--- src/rtl/fib_cmd_sequencer.sv ---
// fib_cmd_sequencer: command-driven initiator for the Fibonacci generator handshake.
// Accepts one command at a time, drives a single generator job (LOAD then WAIT), and
// queues the outcome (data, order, status) in a small response FIFO.
// Optional feature: define FIB_TIMEOUT_EN to add a WAIT watchdog of TIMEOUT_CYCLES cycles
// that clears the generator and reports status 2'b11.
module fib_cmd_sequencer #(
   parameter int unsigned DATA_WIDTH  = 64,
   parameter int unsigned ORDER_WIDTH = 16,
   parameter int unsigned FIFO_DEPTH  = 4
`ifdef FIB_TIMEOUT_EN
   ,
   parameter int unsigned TIMEOUT_CYCLES = 1024
`endif
) (
   input  logic                   clk,
   input  logic                   reset_n,
   input  logic                   cmd_valid,
   output logic                   cmd_ready,
   input  logic [ORDER_WIDTH-1:0] cmd_order,
   input  logic [DATA_WIDTH-1:0]  cmd_start,
   input  logic                   sw_abort,
   output logic                   gen_load,
   output logic                   gen_clear,
   output logic [ORDER_WIDTH-1:0] gen_order,
   output logic [DATA_WIDTH-1:0]  gen_data_in,
   input  logic                   gen_done,
   input  logic                   gen_error,
   input  logic                   gen_overflow,
   input  logic [DATA_WIDTH-1:0]  gen_data_out,
   output logic                   rsp_valid,
   input  logic                   rsp_ready,
   output logic [DATA_WIDTH-1:0]  rsp_data,
   output logic [ORDER_WIDTH-1:0] rsp_order,
   output logic [1:0]             rsp_status,
   output logic                   busy
);

   localparam int unsigned PtrW = $clog2(FIFO_DEPTH);
   localparam int unsigned CntW = $clog2(FIFO_DEPTH + 1);

   localparam logic [1:0] StatusOk  = 2'b00;
   localparam logic [1:0] StatusErr = 2'b01;
   localparam logic [1:0] StatusOvf = 2'b10;
   localparam logic [1:0] StatusTmo = 2'b11;

   typedef enum logic [1:0] {StIdle, StLoad, StWait} state_e;

   state_e                 state_q, state_d;
   logic [ORDER_WIDTH-1:0] order_q;
   logic [DATA_WIDTH-1:0]  start_q;
   logic                   clear_q, clear_d;

   logic                   accept;
   logic                   push;
   logic                   pop;
   logic [DATA_WIDTH-1:0]  push_data;
   logic [1:0]             push_status;
   logic                   timeout_hit;
   logic [CntW-1:0]        occupied;

   logic [DATA_WIDTH-1:0]  mem_data_q   [FIFO_DEPTH];
   logic [ORDER_WIDTH-1:0] mem_order_q  [FIFO_DEPTH];
   logic [1:0]             mem_status_q [FIFO_DEPTH];
   logic [PtrW-1:0]        wr_ptr_q, rd_ptr_q;
   logic [CntW-1:0]        count_q;

   // The in-flight job holds a reserved FIFO slot, so its completion can always push.
   assign busy      = (state_q != StIdle);
   assign occupied  = count_q + CntW'(busy);
   assign cmd_ready = (state_q == StIdle) && (occupied < CntW'(FIFO_DEPTH));
   assign accept    = cmd_valid && cmd_ready;

   assign gen_load    = (state_q == StLoad);
   assign gen_clear   = clear_q;
   assign gen_order   = order_q;
   assign gen_data_in = start_q;

   assign rsp_valid  = (count_q != '0);
   assign rsp_data   = mem_data_q[rd_ptr_q];
   assign rsp_order  = mem_order_q[rd_ptr_q];
   assign rsp_status = mem_status_q[rd_ptr_q];
   assign pop        = rsp_valid && rsp_ready;

`ifdef FIB_TIMEOUT_EN
   localparam int unsigned TmoW = $clog2(TIMEOUT_CYCLES + 1);

   logic [TmoW-1:0] wait_cnt_q;

   // Count WAIT cycles of the current job; zero whenever not waiting.
   always_ff @(posedge clk or negedge reset_n) begin
      if (!reset_n) begin
         wait_cnt_q <= '0;
      end else if (state_q != StWait) begin
         wait_cnt_q <= '0;
      end else begin
         wait_cnt_q <= wait_cnt_q + TmoW'(1);
      end
   end

   // Fires during the last permitted WAIT cycle.
   assign timeout_hit = (state_q == StWait) && (wait_cnt_q == TmoW'(TIMEOUT_CYCLES - 1));
`else
   assign timeout_hit = 1'b0;
`endif

   // Next-state, clear request and FIFO push decode; completion outranks abort.
   always_comb begin
      state_d     = state_q;
      clear_d     = 1'b0;
      push        = 1'b0;
      push_data   = '0;
      push_status = StatusOk;
      unique case (state_q)
         StIdle: begin
            if (sw_abort) clear_d = 1'b1;
            if (accept)   state_d = StLoad;
         end
         StLoad: begin
            state_d = StWait;
         end
         StWait: begin
            if (gen_error || gen_overflow || gen_done) begin
               push    = 1'b1;
               state_d = StIdle;
               if (gen_error) begin
                  push_status = StatusErr;
               end else if (gen_overflow) begin
                  push_status = StatusOvf;
                  push_data   = gen_data_out;
               end else begin
                  push_data   = gen_data_out;
               end
            end else if (sw_abort) begin
               clear_d = 1'b1;
               state_d = StIdle;
            end else if (timeout_hit) begin
               clear_d     = 1'b1;
               push        = 1'b1;
               push_status = StatusTmo;
               state_d     = StIdle;
            end
         end
         default: begin
            state_d = StIdle;
         end
      endcase
   end

   // Control state and the job operands, held stable for the whole job.
   always_ff @(posedge clk or negedge reset_n) begin
      if (!reset_n) begin
         state_q <= StIdle;
         clear_q <= 1'b0;
         order_q <= '0;
         start_q <= '0;
      end else begin
         state_q <= state_d;
         clear_q <= clear_d;
         if (accept) begin
            order_q <= cmd_order;
            start_q <= cmd_start;
         end
      end
   end

   // Response FIFO storage, pointers (wrap naturally, depth is a power of two) and count.
   always_ff @(posedge clk or negedge reset_n) begin
      if (!reset_n) begin
         for (int unsigned i = 0; i < FIFO_DEPTH; i++) begin
            mem_data_q[i]   <= '0;
            mem_order_q[i]  <= '0;
            mem_status_q[i] <= '0;
         end
         wr_ptr_q <= '0;
         rd_ptr_q <= '0;
         count_q  <= '0;
      end else begin
         if (push) begin
            mem_data_q[wr_ptr_q]   <= push_data;
            mem_order_q[wr_ptr_q]  <= order_q;
            mem_status_q[wr_ptr_q] <= push_status;
            wr_ptr_q               <= wr_ptr_q + PtrW'(1);
         end
         if (pop) begin
            rd_ptr_q <= rd_ptr_q + PtrW'(1);
         end
         if (push && !pop) begin
            count_q <= count_q + CntW'(1);
         end else if (pop && !push) begin
            count_q <= count_q - CntW'(1);
         end
      end
   end

endmodule

--- config.mk ---
export PLATFORM = sky130hd
export DESIGN_NAME = fib_cmd_sequencer
export DESIGN_NICKNAME = d
export VERILOG_FILES = /design/src/rtl/fib_cmd_sequencer.sv
export SDC_FILE = /design/constraint.sdc
export NUM_CORES = 1
export LEC_CHECK = 0
export BUFFER_PORTS_ARGS = -buffer_cell sky130_fd_sc_hd__buf_2
export CAP_MARGIN = 20
export CORE_MARGIN = 1
export CORE_UTILIZATION = 56
export CTS_CLUSTER_SIZE = 20
export DETAILED_ROUTE_END_ITERATION = 12
export GPL_TIMING_DRIVEN = 0
export PLACE_DENSITY = 0.8
export SETUP_SLACK_MARGIN = 0.15
export SLEW_MARGIN = 10
export SYNTH_ARGS = -nofsm -noshare
export SYNTH_HDL_FRONTEND = slang
export SYNTH_SLANG_ARGS = --single-unit
--- constraint.sdc ---
create_clock -name clk -period 2.5 [get_ports clk]
set_clock_uncertainty 0.15 [all_clocks]
set_input_delay 0.125 -clock clk [delete_from_list [all_inputs] [get_ports clk]]
set_output_delay 0.125 -clock clk [all_outputs]
set_load 0.005 [all_outputs]
# --- Yosys cells after proc, flatten, opt, wreduce, memory -nomap -nowiden ---
# Cells that the tools add are included.
totals:
  register_bits: 418
  latchBits: 0
  ramBits: 0
  romBits: 0
  out_inout_bits: 167
  mem_count: 0
op_classes:
  addsub: 5
  multipliers: 0
  n_div: 0
  n_lt_le_gt_ge: 4
  eq_ne: 4
  shifts: 0
  mux: 36
  bitwise_logic: 2
  reduce_logical: 15
ops:
  columns: ["operator", "count"]
  rows:
  - ["$mux W64", 6]
  - ["$bwmux W256", 1]
  - ["$bmux W64 S2", 1]
  - ["$demux W64 S2", 1]
  - ["$bwmux W64", 1]
  - ["$mux W16", 3]
  - ["$bmux W16 S2", 1]
  - ["$demux W16 S2", 1]
  - ["$mux W2", 10]
  - ["$bwmux W8", 1]
  - ["$ge A3 B3 Y1 const B", 2]
  - ["$logic_and A1 B1 Y1", 6]
  - ["$mux W3", 2]
  - ["$not A2 Y3", 2]
  - ["$pmux W2 S3", 1]
  - ["$add A2 B1 Y2 const B", 2]
  - ["$bmux W2 S2", 1]
  - ["$demux W2 S2", 1]
  - ["$mux W1", 4]
  - ["$reduce_bool A2 Y1", 2]
  - ["$add A3 B1 Y3", 1]
  - ["$add A3 B1 Y3 const B", 1]
  - ["$lt A3 B1 Y1 const B", 1]
  - ["$lt A3 B3 Y1 const B", 1]
  - ["11 further kinds", 13]

# --- Logic depth before layout (Yosys ltp) ---
# Gate-level depths: netlist of the first run.
logic_depth:
  depth_word: 8
  ltp_mapped: 9
  depth_no_buf: 8

# --- Worst setup path after synthesis of the first run ---
# Ideal clock, no wire load.
synth_timing:
  path_type: "register to register"
  startpoint: "register count_q[0]"
  endpoint: "register count_q[2]"
  t_arrival_ps: 1903
  setup_slack_ps: 368
  path_stages_with_launch: 9
  path_buffers: 0
  synth_period_minus_slack_ps: 2132
  path_cell_list: "dfrtp_1 -> or3_1 -> nand2_1 -> ha_1 -> inv_1 -> fa_1 -> xor2_1 -> nor2_1 -> xor2_1"
synth_between:
  elab_chain_len: 5
synth_lines:
  columns: ["element", "line_no", "source"]
  rows:
  - ["start: declaration", "65", "logic [CntW-1:0] count_q;"]
  - ["start signal: assignment", "188", "count_q <= count_q + CntW'(1);"]
  - ["start signal: assignment", "190", "count_q <= count_q - CntW'(1);"]
  - ["$reduce_bool A3 Y1 (*)", "78", "assign rsp_valid = (count_q != '0);"]
  - ["via rsp_valid", "30", "output logic rsp_valid,"]
  - ["$logic_and A1 B1 Y1 (*)", "82", "assign pop = rsp_valid && rsp_ready;"]
  - ["$logic_not A1 Y1", "187", "if (push && !pop) begin"]
  - ["$logic_and A1 B1 Y1", "187", null]
  - ["$mux W3 / $reduce_bool A2 Y1 (equally long branches)", null, null]
# Mark *: on every way through the listed nets, which the timed path passes. The rest lies on a longest branch. The select of a mux whose other input is x is not followed.
# A chain may end at the register's enable or synchronous reset.

# --- Worst setup path in the final report of the first run ---
layout_timing:
  startpoint: "register rd_ptr_q[0]"
  endpoint: "output rsp_data[60]"
layout_between:
  elab_chain_len: 4
layout_lines:
  columns: ["element", "line_no", "source"]
  rows:
  - ["start: declaration", "64", "logic [PtrW-1:0] wr_ptr_q, rd_ptr_q;"]
  - ["start signal: assignment", "185", "rd_ptr_q <= rd_ptr_q + PtrW'(1);"]
  - ["$not A2 Y3 (not written as such)", "79", "assign rsp_data = mem_data_q[rd_ptr_q];"]
  - ["$bmux W64 S2", "79", null]
  - ["$mux W64 (not written as such) (2 in a row)", "79", null]
  - ["end: declaration", "32", "output logic [DATA_WIDTH-1:0] rsp_data,"]
# No other way between the ends. The select of a mux whose other input is x is not followed.

==> results of run 1 <==
==> what timing repair did <==
action	in CTS	in global routing
hold buffers	136	0
gates resized for setup	38	16
setup endpoints to repair	82	69
endpoints found under the hold margin	502	0
buffers inserted	0	0
==> through the flow <==
stage	TNS (ns)	util	hold slack, ns	std cells	setup slack, ns
after floorplan	0	-	-0.321	1079	0.368
after global placement	-2881.31	0.639	0.206	1799	-6.96
after detailed placement	0	0.643	-0.183	1803	0.109
after CTS	0	0.737	0.000550	2020	0.108
after global routing	0	0.738	0.0146	2020	0.114
final	0	0.738	0.0132	2020	0.216
==> per-layer routing <==
layer	up-vias	track usage
met1	5808	0.332
met4	0	0.0958
met2	331	0.483
met3	88	0.0459
li1	4985	-
met5	-	0
==> cell families after synthesis <==
kind of cell / synth area share
muxes: 0.352
DFF: 0.575
adders and majority gates: 0.00454
AOI/OAI and AO/OA: 0.00275
xor gates and xnor gates: 0.00289
and+or+nand+nor: 0.0312
buffers and inverters: 0.0307
==> final cells by class <==
| cell class | count | area [um^2] | share of cell area |
|---|---|---|---|
| repair buffers | 458 | 3070 | 0.131 |
| plain buffers | 68 | 692 | 0.0295 |
| multi-input cells | 590 | 7170 | 0.306 |
| clock inverters | 17 | 193 | 0.00823 |
| clock buffers | 64 | 1320 | 0.0563 |
| flip-flops and latches | 418 | 10500 | 0.447 |
| well taps | 402 | 503 | 0.0215 |
| inverters | 3 | 11.3 | 0.000481 |
==> tightest hold or removal path: stages <==
cell	delay, ns
sky130_fd_sc_hd__buf_2	0.10
sky130_fd_sc_hd__nor2b_1	0.16
sky130_fd_sc_hd__mux2_2	0.26
==> state kept, by name, indices dropped and copies added (netlist names) <==
name          flops
mem_data_q      256
gen_data_in      64
mem_order_q      64
gen_order        16
mem_status_q      8
count_q           3
rd_ptr_q          2
state_q           2
wr_ptr_q          2
gen_clear         1
==> power groups by stage <==
| stage | Sequential (mW) | Combinational [mW] | Clock (mW) |
|---|---|---|---|
| 6_report | 11.5 | 10.6 | 6.74 |
| 5_1_grt | 11.9 | 11.3 | 7.12 |
| 4_1_cts | 11.5 | 10.5 | 6.85 |
| 3_5_place_dp | 11.5 | 10.1 | 0 |
| 3_3_place_gp | 11.3 | 9.82 | 0 |
| 2_1_floorplan | 11.1 | 6.61 | 0 |
==> worst paths after layout <==
check	endpoint	slack [ns]
max	rsp_data[60]	0.22
min	mem_data_q[114]$_DFFE_PN0P_	0.01
max reg2reg	count_q[2]$_DFFE_PN0P_	0.27
min reg2reg	mem_data_q[55]$_DFFE_PN0P_	0.34
max in group asynchronous	mem_data_q[248]$_DFFE_PN0P_	1.03
min in group asynchronous	mem_data_q[240]$_DFFE_PN0P_	0.06
==> layout by cell type, fill, tap and decap left out, drive strengths merged, types with 5 or more instances in the layout <==
master / instances
clkbuf: 78
dfrtp: 418
inv: 5
mux4: 82
buf: 376
clkinv: 11
ha: 5
nand3: 6
mux2: 405
dlygate4sd3: 136
nor2b: 66
==> summary.md, run 1 <==
| Metric | Value |
|---|---|
| Slowest cell on the critical path | sky130_fd_sc_hd__mux4_2 |
| Maximum clock rate | between 400 and 500 MHz |
| TritonCTS clock tree | built |
| Top-level port count | between 300 and 400 |
| Fin nets | around 1700 |
| Number of fill cells | between 1500 and 2000 |
| Chip Width | roughly 180 um |
| Die boundary height | 182 um |
| Cell area after placement | 20400 um^2 |
| Top cell type's share of synthesized area | 0.575 |
| Post-synthesis instance total | approximately 1100 |
| Switching component of the power | 8.68 mW |
| Maximum fanout along the worst path | 10 |
| Number of hold-slack violations in the final timing report | 0 |
| Critical path origin | rd_ptr_q[0]$_DFFE_PN0P_ |
| Cell area after layout | 23400 um^2 |
| Average wire length per cell after detail routing | ~22 um |
| Largest stage delay on the critical path | between 0.5 and 0.6 ns |
| Sequence of cells on the critical path | buf_12 > buf_12 > mux4_2 > buf_2 |
| Cell chosen for the clock root | sky130_fd_sc_hd__clkbuf_16 |
| Prevailing post-synth register cell | sky130_fd_sc_hd__dfrtp_1 |
| Post-synth ARST share | 1.00 |
| Fraction of final layout cells with drive strength greater than 1 | 0.572 |
| Sinks on the clock net | ~420 |
| Combined buffer and inverter count along the critical path | 3 |
| Arrival time reported for the critical path endpoint | ~2.0 ns |
| Overall track demand over capacity in global routing | 0.271 |
| Area of the core | between 30000 and 40000 um^2 |
| Final clock period utilization by the worst path | 0.914 |
| Wire length on met3 | approximately 2.0 mm |
| Number of levels the H-tree was split into | 2 |
| Type of origin of the critical path | flip-flop |
| Synth top cells by count | sky130_fd_sc_hd__dfrtp_1 (418), sky130_fd_sc_hd__mux2_2 (375), sky130_fd_sc_hd__mux4_2 (82), sky130_fd_sc_hd__nor2b_1 (66), sky130_fd_sc_hd__buf_6 (32) |
| Main area contributors after synthesis | sky130_fd_sc_hd__dfrtp_1 (58%), sky130_fd_sc_hd__mux2_2 (23%), sky130_fd_sc_hd__mux4_2 (10%) |
| Number of antenna violations at the first check in global routing | 1 |
| Maxcap violations | 0 |
| TritonCTS buffer count | 44 |
| Result of the run | finished clean |
| First-pass GRT wire length | approximately 69 mm |
| Drc violations | 0 |
| Ys Warns | 0 |
| Violation count after the first detailed-routing iteration | ~450 |
| Register share of total power | 0.400 |
| Number of port buffers | roughly 320 |
| Sw Share | 0.301 |
| Library cell occupying the most area in the post-synthesis netlist | sky130_fd_sc_hd__dfrtp_1 |
| Classification of the worst setup path | reg2out |
| Total Power | between 20 and 30 mW |
| Worst-margin pin slew | approximately 0.78 ns |
| Vias in the first global route | approximately 13000 |
| Part of the power in combinational logic | 0.366 |
| Final weighted congestion in routability-driven placement | 0.806 |
| Proportion of synthesized chip area in sequential cells | 0.575 |
| Number of enable flip-flop cells after synthesis | 0 |
| Data required, critical path | between 2 and 2.5 ns |
| Wire length on met1 | around 18 mm |
| Hold-critical path depth | 3 |
| Setup-failing EPs final | 0 |
| Cell depth of the worst setup path | 4 |
| Worst min-delay path startpoint | gen_data_out[50] |
| Clk Latency, worst-skew pair | 0.55 ns |
| Post-Synthesis Cell Area | 18200 um^2 |
| Ant. Diodes | 0 |
| Most prevalent standard cell on the critical path | sky130_fd_sc_hd__buf_12 |
| Post-detailed-routing wire length | between 40 and 50 mm |
| Endpoint type of the worst setup path | primary output |
| Most frequently used cell type in the post-synthesis netlist | sky130_fd_sc_hd__dfrtp_1 |
| Maximum clock path buffer count | 3 |
| Top routing layer in use | met4 |
| Relative slew slack | 0.481 |
| Area growth, synth to finish | 28.8% |
| Worst min path class | in2reg |
| Vias per std cell | about 5.6 |
| Cell class contributing the biggest share of worst-path delay | multiplexers |
| Clock period minus worst slack | roughly 2.3 ns |
| Cells on worst reg2reg path | 8 |
| Met2 wirelength from detailed routing | about 23 mm |
| Cell internal pwr | 20.2 mW |
| Power per cell area | roughly 1200 nW/um^2 |
| Post-synth net total | approximately 1200 |
| Number of distinct library cells after synthesis | 28 |
| Setup repair after global routing missed its margin | yes |
| Initial Util | 0.573 |
| Total number of vias | 11200 |
| Floorplan row count | 65 |
| Final-report max-slew violation count | 0 |
| Mean instance size in the synthesized netlist | 16.8 um^2 |
| Clock transition at path regs | approximately 0.06 ns |
| Clock Power Share | 0.234 |
| Largest net degree at the start of global routing | between 100 and 150 |
| Hpwl dp | between 20 and 30 mm |
| Static leakage | about 11 nW |
| Launch instance of the worst register-to-register path | count_q[0]$_DFFE_PN0P_ |
| Total gr overflow | 0 |
| First drt pass iteration count | 4 |
| FF+latch count, synth | 418 |
| Number of nets with antenna violations after routing | 0 |
| Peak supply drop | 850 uV |
| Die Area | approximately 33000 um^2 |
No activity file was read; power rests on OpenSTA's default activity.
==> inputs of run 2 (changes only) <==
--- a/config.mk
+++ b/config.mk
@@ -8,11 +8,10 @@
 export BUFFER_PORTS_ARGS = -buffer_cell sky130_fd_sc_hd__buf_2
 export CAP_MARGIN = 20
 export CORE_MARGIN = 1
-export CORE_UTILIZATION = 56
+export CORE_UTILIZATION = 30
 export CTS_CLUSTER_SIZE = 20
 export DETAILED_ROUTE_END_ITERATION = 12
 export GPL_TIMING_DRIVEN = 0
-export PLACE_DENSITY = 0.8
 export SETUP_SLACK_MARGIN = 0.15
 export SLEW_MARGIN = 10
 export SYNTH_ARGS = -nofsm -noshare
==> run 2 against run 1 <==
Combinational power about the same. Count of clock-buffer cells in the layout increased by 10. First-iteration DRC count decreased by 23%. Die area increased by 86%. Flip-flop and latch count unchanged. Fmax decreased by 2.8%. Final cell count increased by 20%. Clock power increased by 7.6%. Sequential share of layout area decreased by 1.5 points. Via count decreased by 0.37%. Critical endpoint is now rsp_order[12]. Largest cell class unchanged.
==> summary.md, run 2 (same netlist as run 1, synthesis figures left out) <==
| Metric | Value |
|---|---|
| Result of the run | finished clean |
| Pre-CTS WS | -0.222 ns (-0.331 ns) |
| Fraction of final layout cells with drive strength greater than 1 | 0.569 (-0.00226) |
| Switching component of the power | 8.70 mW (+0.22%) |
| Total number of vias | 11200 (-0.37%) |
| Ant. Diodes | 0 (unchanged) |
| Setup repair after global routing missed its margin | yes |
| Part of the power in combinational logic | 0.362 (-0.004) |
| TritonCTS clock tree | built |
| Sinks on the clock net | 418 (unchanged) |
| Final-report max-slew violation count | 0 (unchanged) |
| TritonCTS buffer count | 48 (+9.1%) |
| Register share of total power | 0.390 (-0.010) |
| Cell area after placement | 20900 um^2 (+2.3%) |
| Maximum clock rate | 425 MHz (-2.8%) |
| Maximum fanout along the worst path | 10 (unchanged) |
| Worst reg-to-reg setup slack | 0.29 ns (+0.02 ns) |
| Worst-margin pin slew | 0.791 ns (+0.0147 ns) |
| Final clock period utilization by the worst path | 0.940 (+0.0267) |
| Final weighted congestion in routability-driven placement | 0.726 (-9.9%) |
| Maxcap violations | 0 (unchanged) |
| Final non-filler cell total | 2422 (+20%) |
| Post-route worst setup slack | 0.149 ns (-0.0666 ns) |
| Static leakage | 11.4 nW (+1.3%) |
| Worst-case hold slack | 0.0721 ns (+0.0589 ns) |
| Cells on worst reg2reg path | 8 (unchanged) |
| Floorplan row count | 89 (+37%) |
| Number of nets with antenna violations after routing | 0 (unchanged) |
| Number of port buffers | 318 (unchanged) |
| Area growth, synth to finish | 33.3% |
| Number of fill cells | 5464 (+180%) |
| Number of flip-flops under the largest register name | 256 (unchanged) |
| Vias per std cell | 4.61 (-17%) |
| Clk Latency, worst-skew pair | 0.58 ns (+0.03 ns) |
| Number of hold-slack violations in the final timing report | 0 (unchanged) |
| Chip Width | 248 um (+36%) |
| Vias in the first global route | 12400 (-2.1%) |
| Top library cells by usage in the layout, fill and taps aside | sky130_fd_sc_hd__dfrtp_1 (415), sky130_fd_sc_hd__mux2_2 (375), sky130_fd_sc_hd__buf_2 (319), sky130_fd_sc_hd__dlygate4sd3_1 (151), sky130_fd_sc_hd__mux4_2 (82) |
| Maximum clock path buffer count | 3 (unchanged) |
| Largest net degree at the start of global routing | 110 (+2.8%) |
| Post-detailed-routing wire length | 46.0 mm (+5.0%) |
| Clock period minus worst slack | 2.35 ns (+0.0666 ns) |
| Area of the core | 59500 um^2 (+87%) |
| Leading cell type in the layout, fill and taps excluded | sky130_fd_sc_hd__dfrtp_1 |
| First-pass GRT wire length | 70.5 mm (+2.1%) |
| First drt pass iteration count | 4 (unchanged) |
| Drc violations | 0 (unchanged) |
| Clock transition at path regs | 0.06 ns (about the same) |
| Arrival time reported for the critical path endpoint | 2.08 ns (+0.07 ns) |
| Initial Util | 0.306 (-0.267) |
| Overall track demand over capacity in global routing | 0.150 (-0.121) |
| Terminus of the critical flop-to-flop path | count_q[2]$_DFFE_PN0P_ |
| Die boundary height | 248 um (+36%) |
| Worst setup path end | rsp_order[12] |
| Worst min path class | in2async |
| Cell internal pwr | 20.6 mW (+2.1%) |
| Number of levels the H-tree was split into | 2 (unchanged) |
| Hpwl dp | 29.9 mm (+8.1%) |
| Fin nets | 1767 (+1.5%) |
| Data required, critical path | 2.23 ns (about the same) |
| Average wire length per cell after detail routing | 19.0 um (-12%) |
| Register with the most flip-flops | mem_data_q |
| Endpoint type of the worst setup path | primary output |
| Power per cell area | 1210 nW/um^2 (-1.9%) |
| Die Area | 61600 um^2 (+86%) |
| Type of origin of the critical path | flip-flop |
| Number of antenna violations at the first check in global routing | 0 (-1) |
| Violation count after the first detailed-routing iteration | 342 (-23%) |
| Relative slew slack | 0.473 (-0.00811) |
| Total gr overflow | 0 (unchanged) |
| Placed cell count | 2174 (+21%) |
| Peak supply drop | 612 uV (-28%) |
| Setup-failing EPs final | 0 (unchanged) |
| Clock Power Share | 0.248 (+0.014) |
| Launch instance of the worst register-to-register path | count_q[0]$_DFFE_PN0P_ |
| Sw Share | 0.297 (-0.00385) |
| Critical path origin | rd_ptr_q[0]$_DFFE_PN0P_ |
| Classification of the worst setup path | reg2out |
| Total Power | 29.3 mW (+1.5%) |
| Cell area after layout | 24200 um^2 (+3.5%) |
| Top-level port count | 319 (unchanged) |
| Cell chosen for the clock root | sky130_fd_sc_hd__clkbuf_16 |
-- run 2: cell types whose count changed in the layout (fill, tap and decap cells not counted), moves of 3 or more --
cell,change
sky130_fd_sc_hd__dlygate4sd3_1,+15
sky130_fd_sc_hd__buf_4,+9
sky130_fd_sc_hd__clkbuf_1,+5
sky130_fd_sc_hd__clkbuf_16,+4
sky130_fd_sc_hd__clkbuf_4,-3
sky130_fd_sc_hd__clkinv_2,-3
-- run 2: how the worst min path moves through the flow --
stage	to	slack [ns]	cells after the start
after detailed placement	mem_data_q[174]$_DFFE_PN0P_	-0.22	1
after floorplan	count_q[0]$_DFFE_PN0P_	-0.32	0
after global placement	gen_data_in[36]$_DFFE_PN0P_	0.21	2
after global routing	wr_ptr_q[1]$_DFFE_PN0P_	0.08	5
final	mem_data_q[236]$_DFFE_PN0P_	0.07	3
after CTS	wr_ptr_q[1]$_DFFE_PN0P_	0.04	5
-- run 2: stage by stage --
step / TNS (ns) / util
after detailed placement: -10.25 / 0.351
after CTS: 0 / 0.407
after floorplan: 0 / -
after global placement: -2960.80 / 0.349
after global routing: 0 / 0.407
final: 0 / 0.407
-- run 2: repair_timing --
action	in CTS	in global routing
buffers inserted	2	5
endpoints found under the hold margin	458	0
gates resized for setup	52	4
cloned	0	0
pin swaps	0	1
setup endpoints to repair	84	64
hold buffers	151	0
-- run 2: area by class of cell --
class	count	area (um^2)	share of cell area
clock buffers	74	1450	0.0598
multi-input cells	590	7170	0.296
inverters	3	11.3	0.000465
flip-flops and latches	418	10500	0.432
clock inverters	16	193	0.00795
well taps	773	967	0.0399
repair buffers	480	3280	0.135
plain buffers	68	698	0.0288
-- run 2: worst max-delay path, cell delays in order, from the launching register on --
cell and delay, ns:
sky130_fd_sc_hd__dfrtp_2 0.41, sky130_fd_sc_hd__buf_12 0.18, sky130_fd_sc_hd__buf_12 0.18, sky130_fd_sc_hd__mux4_2 0.54, sky130_fd_sc_hd__buf_2 0.16
-- run 2: routing by layer --
layer / vias to the layer above / GRT usage / part of all wire
met5: - / 0 / 0
met4: 0 / 0.0420 / 0.019
met3: 63 / 0.0370 / 0.056
met2: 275 / 0.257 / 0.50
met1: 5813 / 0.186 / 0.43
li1: 5019 / - / -
-- run 2: power by group through the flow --
stage / registers, mW / clock network [mW] / logic (mW)
floorplan: 11.1 / 0 / 6.61
global placement: 11.3 / 0 / 10.1
detailed placement: 11.5 / 0 / 10.3
CTS: 11.4 / 7.47 / 10.8
global route: 11.8 / 7.76 / 11.6
finish: 11.4 / 7.25 / 10.6
==> inputs of run 3 (changes only) <==
--- a/config.mk
+++ b/config.mk
@@ -5,10 +5,12 @@
 export SDC_FILE = /design/constraint.sdc
 export NUM_CORES = 1
 export LEC_CHECK = 0
+export ABC_AREA = 1
 export BUFFER_PORTS_ARGS = -buffer_cell sky130_fd_sc_hd__buf_2
 export CAP_MARGIN = 20
 export CORE_MARGIN = 1
 export CORE_UTILIZATION = 30
+export CTS_BUF_LIST = sky130_fd_sc_hd__clkbuf_8
 export CTS_CLUSTER_SIZE = 20
 export DETAILED_ROUTE_END_ITERATION = 12
 export GPL_TIMING_DRIVEN = 0
==> run 3 against run 2 <==
Flip-flop and latch count did not move. Via count rose by 81%. Final cell count rose by 68%. Largest cell class unchanged.
==> summary.md, run 3 <==
| Metric | Value |
|---|---|
| Result of the run | finished clean |
| Number of enable flip-flop cells after synthesis | 0 (unchanged) |
| TritonCTS buffer count | 78 (+63%) |
| Final clock period utilization by the worst path | 0.991 (+0.0510) |
| Chip Width | 259 um (+4.4%) |
| Sw Share | 0.433 (+0.136) |
| Post-Synthesis Cell Area | 19800 um^2 (+9.2%) |
| Register share of total power | 0.317 (-0.073) |
| Part of the power in combinational logic | 0.494 (+0.132) |
| Synth top cells by count | sky130_fd_sc_hd__nand2_1 (924), sky130_fd_sc_hd__dfrtp_1 (418), sky130_fd_sc_hd__nand4_1 (325), sky130_fd_sc_hd__nor2_1 (315), sky130_fd_sc_hd__o21ai_0 (211) |
| Clock transition at path regs | 0.06 ns (about the same) |
| Top cell type's share of synthesized area | 0.527 (-0.0483) |
| Hpwl dp | 50.3 mm (+68%) |
| Post-route worst setup slack | 0.0215 ns (-0.127 ns) |
| Arrival time reported for the critical path endpoint | 2.20 ns (+0.12 ns) |
| Sequence of cells on the critical path | buf_6 > inv_8 > buf_12 > buf_12 > buf_8 > buf_4 > o21ai_2 > o21ai_2 > buf_6 |
| Terminus of the critical flop-to-flop path | count_q[2]$_DFFE_PN0P_ |
| Die Area | 67200 um^2 (+9.1%) |
| Peak supply drop | 651 uV (+6.4%) |
| Type of origin of the critical path | flip-flop |
| Overall track demand over capacity in global routing | 0.219 (+0.0696) |
| Setup-failing EPs final | 0 (unchanged) |
| Top library cells by usage in the layout, fill and taps aside | sky130_fd_sc_hd__nand2_1 (924), sky130_fd_sc_hd__dfrtp_1 (417), sky130_fd_sc_hd__buf_2 (396), sky130_fd_sc_hd__nand4_1 (325), sky130_fd_sc_hd__nor2_1 (257) |
| Number of port buffers | 318 (unchanged) |
| Clock Power Share | 0.190 (-0.058) |
| Ant. Diodes | 0 (unchanged) |
| Fraction of final layout cells with drive strength greater than 1 | 0.262 (-0.307) |
| Total Power | 36.8 mW (+26%) |
| Pre-CTS WS | -0.0781 ns (+0.144 ns) |
| Cell class contributing the biggest share of worst-path delay | buffers and inverters |
| Final-report max-slew violation count | 0 (unchanged) |
| Proportion of synthesized chip area in sequential cells | 0.527 (-0.0483) |
| Average wire length per cell after detail routing | 18.6 um (-1.9%) |
| First drt pass iteration count | 5 (+1) |
| Worst min path class | in2reg |
| Main area contributors after synthesis | sky130_fd_sc_hd__dfrtp_1 (53%), sky130_fd_sc_hd__nand2_1 (17%), sky130_fd_sc_hd__nand4_1 (10%) |
| Total gr overflow | 0 (unchanged) |
| Number of levels the H-tree was split into | 3 (+1) |
| Slowest cell on the critical path | sky130_fd_sc_hd__dfrtp_1 |
| Number of antenna violations at the first check in global routing | 0 (unchanged) |
| Setup repair after global routing missed its margin | yes |
| Post-synthesis instance total | 2546 (+140%) |
| Maximum clock rate | 403 MHz (-5.1%) |
| Launch instance of the worst register-to-register path | state_q[0]$_DFFE_PN0P_ |
| Top-level port count | 319 (unchanged) |
| Combined buffer and inverter count along the critical path | 7 (+4) |
| First-pass GRT wire length | 114 mm (+62%) |
| Number of fill cells | 6446 (+18%) |
| Register with the most flip-flops | mem_data_q |
| Ys Warns | 0 (unchanged) |
| Worst-margin pin slew | 0.718 ns (-0.0722 ns) |
| Leading cell type in the layout, fill and taps excluded | sky130_fd_sc_hd__nand2_1 |
| Fin nets | 3322 (+88%) |
| Power per cell area | 1290 nW/um^2 (+7.0%) |
| Endpoint type of the worst setup path | primary output |
| Violation count after the first detailed-routing iteration | 1528 (+350%) |
| Vias per std cell | 4.94 (+7.2%) |
| Vias in the first global route | 19900 (+60%) |
| Worst min-delay path startpoint | cmd_start[10] |
| Static leakage | 14.7 nW (+29%) |
| End of the worst hold path | gen_data_in[10]$_DFFE_PN0P_ |
| Data required, critical path | 2.23 ns (about the same) |
| Number of flip-flops under the largest register name | 256 (unchanged) |
| Classification of the worst setup path | reg2out |
| Switching component of the power | 15.9 mW (+83%) |
| Die boundary height | 259 um (+4.4%) |
| Post-synth net total | 2704 (+120%) |
| Post-synth ARST share | 1.00 (unchanged) |
| Mean instance size in the synthesized netlist | 7.79 um^2 (-54%) |
| Worst-case hold slack | 0.0508 ns (-0.0213 ns) |
| Maximum fanout along the worst path | 6 (-4) |
| Maximum clock path buffer count | 3 (unchanged) |
| Total number of vias | 20200 (+81%) |
| Cell internal pwr | 20.9 mW (+1.3%) |
| Most frequently used cell type in the post-synthesis netlist | sky130_fd_sc_hd__nand2_1 |
| Drc violations | 0 (unchanged) |
| Initial Util | 0.306 (about the same) |
| Hold-critical path depth | 4 |
| Largest stage delay on the critical path | 0.37 ns (-0.17 ns) |
| Clock period minus worst slack | 2.48 ns (+0.127 ns) |
| TritonCTS clock tree | built |
| Clk Latency, worst-skew pair | 0.66 ns (+0.08 ns) |
| Prevailing post-synth register cell | sky130_fd_sc_hd__dfrtp_1 |
| Sinks on the clock net | 418 (unchanged) |
| Largest net degree at the start of global routing | 104 (-5.5%) |
| Cell chosen for the clock root | sky130_fd_sc_hd__clkbuf_8 |
| Cells on worst reg2reg path | 11 (+3) |
| Setup total negative slack | 0 ns (unchanged) |
| Area of the core | 64900 um^2 (+9.2%) |
| Library cell occupying the most area in the post-synthesis netlist | sky130_fd_sc_hd__dfrtp_1 |
| Maxcap violations | 0 (unchanged) |
| Number of nets with antenna violations after routing | 0 (unchanged) |
| Area growth, synth to finish | 43.4% |
| Relative slew slack | 0.517 (+0.0444) |
| Floorplan row count | 93 (+4.5%) |
| Worst reg-to-reg setup slack | 0.28 ns (about the same) |
| Post-detailed-routing wire length | 75.9 mm (+65%) |
| Number of hold-slack violations in the final timing report | 0 (unchanged) |
| FF+latch count, synth | 418 (unchanged) |
| Final weighted congestion in routability-driven placement | 0.868 (+20%) |
| Cell depth of the worst setup path | 9 (+5) |
| Number of distinct library cells after synthesis | 21 (-25%) |
-- run 3: how the worst max path moves through the flow --
stage	slack, ns	start	endpoint
floorplan	0.45	state_q[0]$_DFFE_PN0P_	count_q[2]$_DFFE_PN0P_
global placement	-7.70	reset_n	mem_data_q[231]$_DFFE_PN0P_
detailed placement	-0.08	wr_ptr_q[1]$_DFFE_PN0P_	mem_order_q[47]$_DFFE_PN0P_
CTS	-0.03	rd_ptr_q[0]$_DFFE_PN0P_	rsp_order[3]
global route	-0.02	rd_ptr_q[0]$_DFFE_PN0P_	rsp_order[0]
finish	0.02	rd_ptr_q[0]$_DFFE_PN0P_	rsp_order[4]
-- run 3: power by group through the flow --
| stage | Clock, mW | Sequential (mW) | Combinational, mW |
|---|---|---|---|
| 2_1_floorplan | 0 | 11.1 | 7.56 |
| 3_5_place_dp | 0 | 11.4 | 13.4 |
| 3_3_place_gp | 0 | 11.4 | 13.2 |
| 6_report | 6.99 | 11.7 | 18.2 |
| 4_1_cts | 7.14 | 11.4 | 15.7 |
| 5_1_grt | 7.41 | 12.0 | 19.9 |
-- run 3: layout make-up --
type,count,area [um^2],share of cell area
Inverter,79,304,0.0107
Buffer,217,1520,0.0535
Multi-Input combinational cell,1831,9230,0.324
Clock inverter,38,225,0.00792
Timing Repair Buffer,539,4220,0.148
Tap cell,855,1070,0.0376
Sequential cell,418,10500,0.368
Clock buffer,103,1420,0.0498
-- run 3: cells by family after synthesis --
logic type | Yosys count | share of synthesized area
AO/OA/AOI/OAI | 248 | 0.0627
XOR/XNOR | 1 | 0.000441
adder cells (fa/ha/maj) | 6 | 0.00416
buffers and inverters | 297 | 0.0638
flip-flops | 418 | 0.527
AND/OR/NAND/NOR | 1576 | 0.342
-- run 3: worst min-delay path, cell delays in order --
cell	delay (ns)
sky130_fd_sc_hd__dlygate4sd3_1	0.51
sky130_fd_sc_hd__buf_2	0.09
sky130_fd_sc_hd__nand2_1	0.04
sky130_fd_sc_hd__nand2_1	0.05
-- run 3: timing repair --
item	in CTS	in global routing
setup buffers	14	10
hold endpoints to repair	460	0
gates resized for setup	343	326
pin swaps	26	59
hold buffers	175	0
gates cloned	4	13
setup endpoints to repair	190	117
-- run 3: per-layer routing --
metal | wire length (um) | global-route usage | share of wire | vias up
li1 | - | - | - | 9637
met1 | 32300 | 0.284 | 0.43 | 9649
met2 | 35900 | 0.360 | 0.47 | 741
met3 | 5100 | 0.0443 | 0.067 | 144
met4 | 2630 | 0.0825 | 0.035 | 0
met5 | 0 | 0 | 0 | -
-- run 3: stage by stage --
stage	utilization	cells	cell area, um^2
after floorplan	-	2546	19800
after global placement	0.347	3719	22500
after detailed placement	0.349	3724	22600
after CTS	0.418	4057	27100
after global routing	0.438	4080	28400
final	0.438	4080	28400
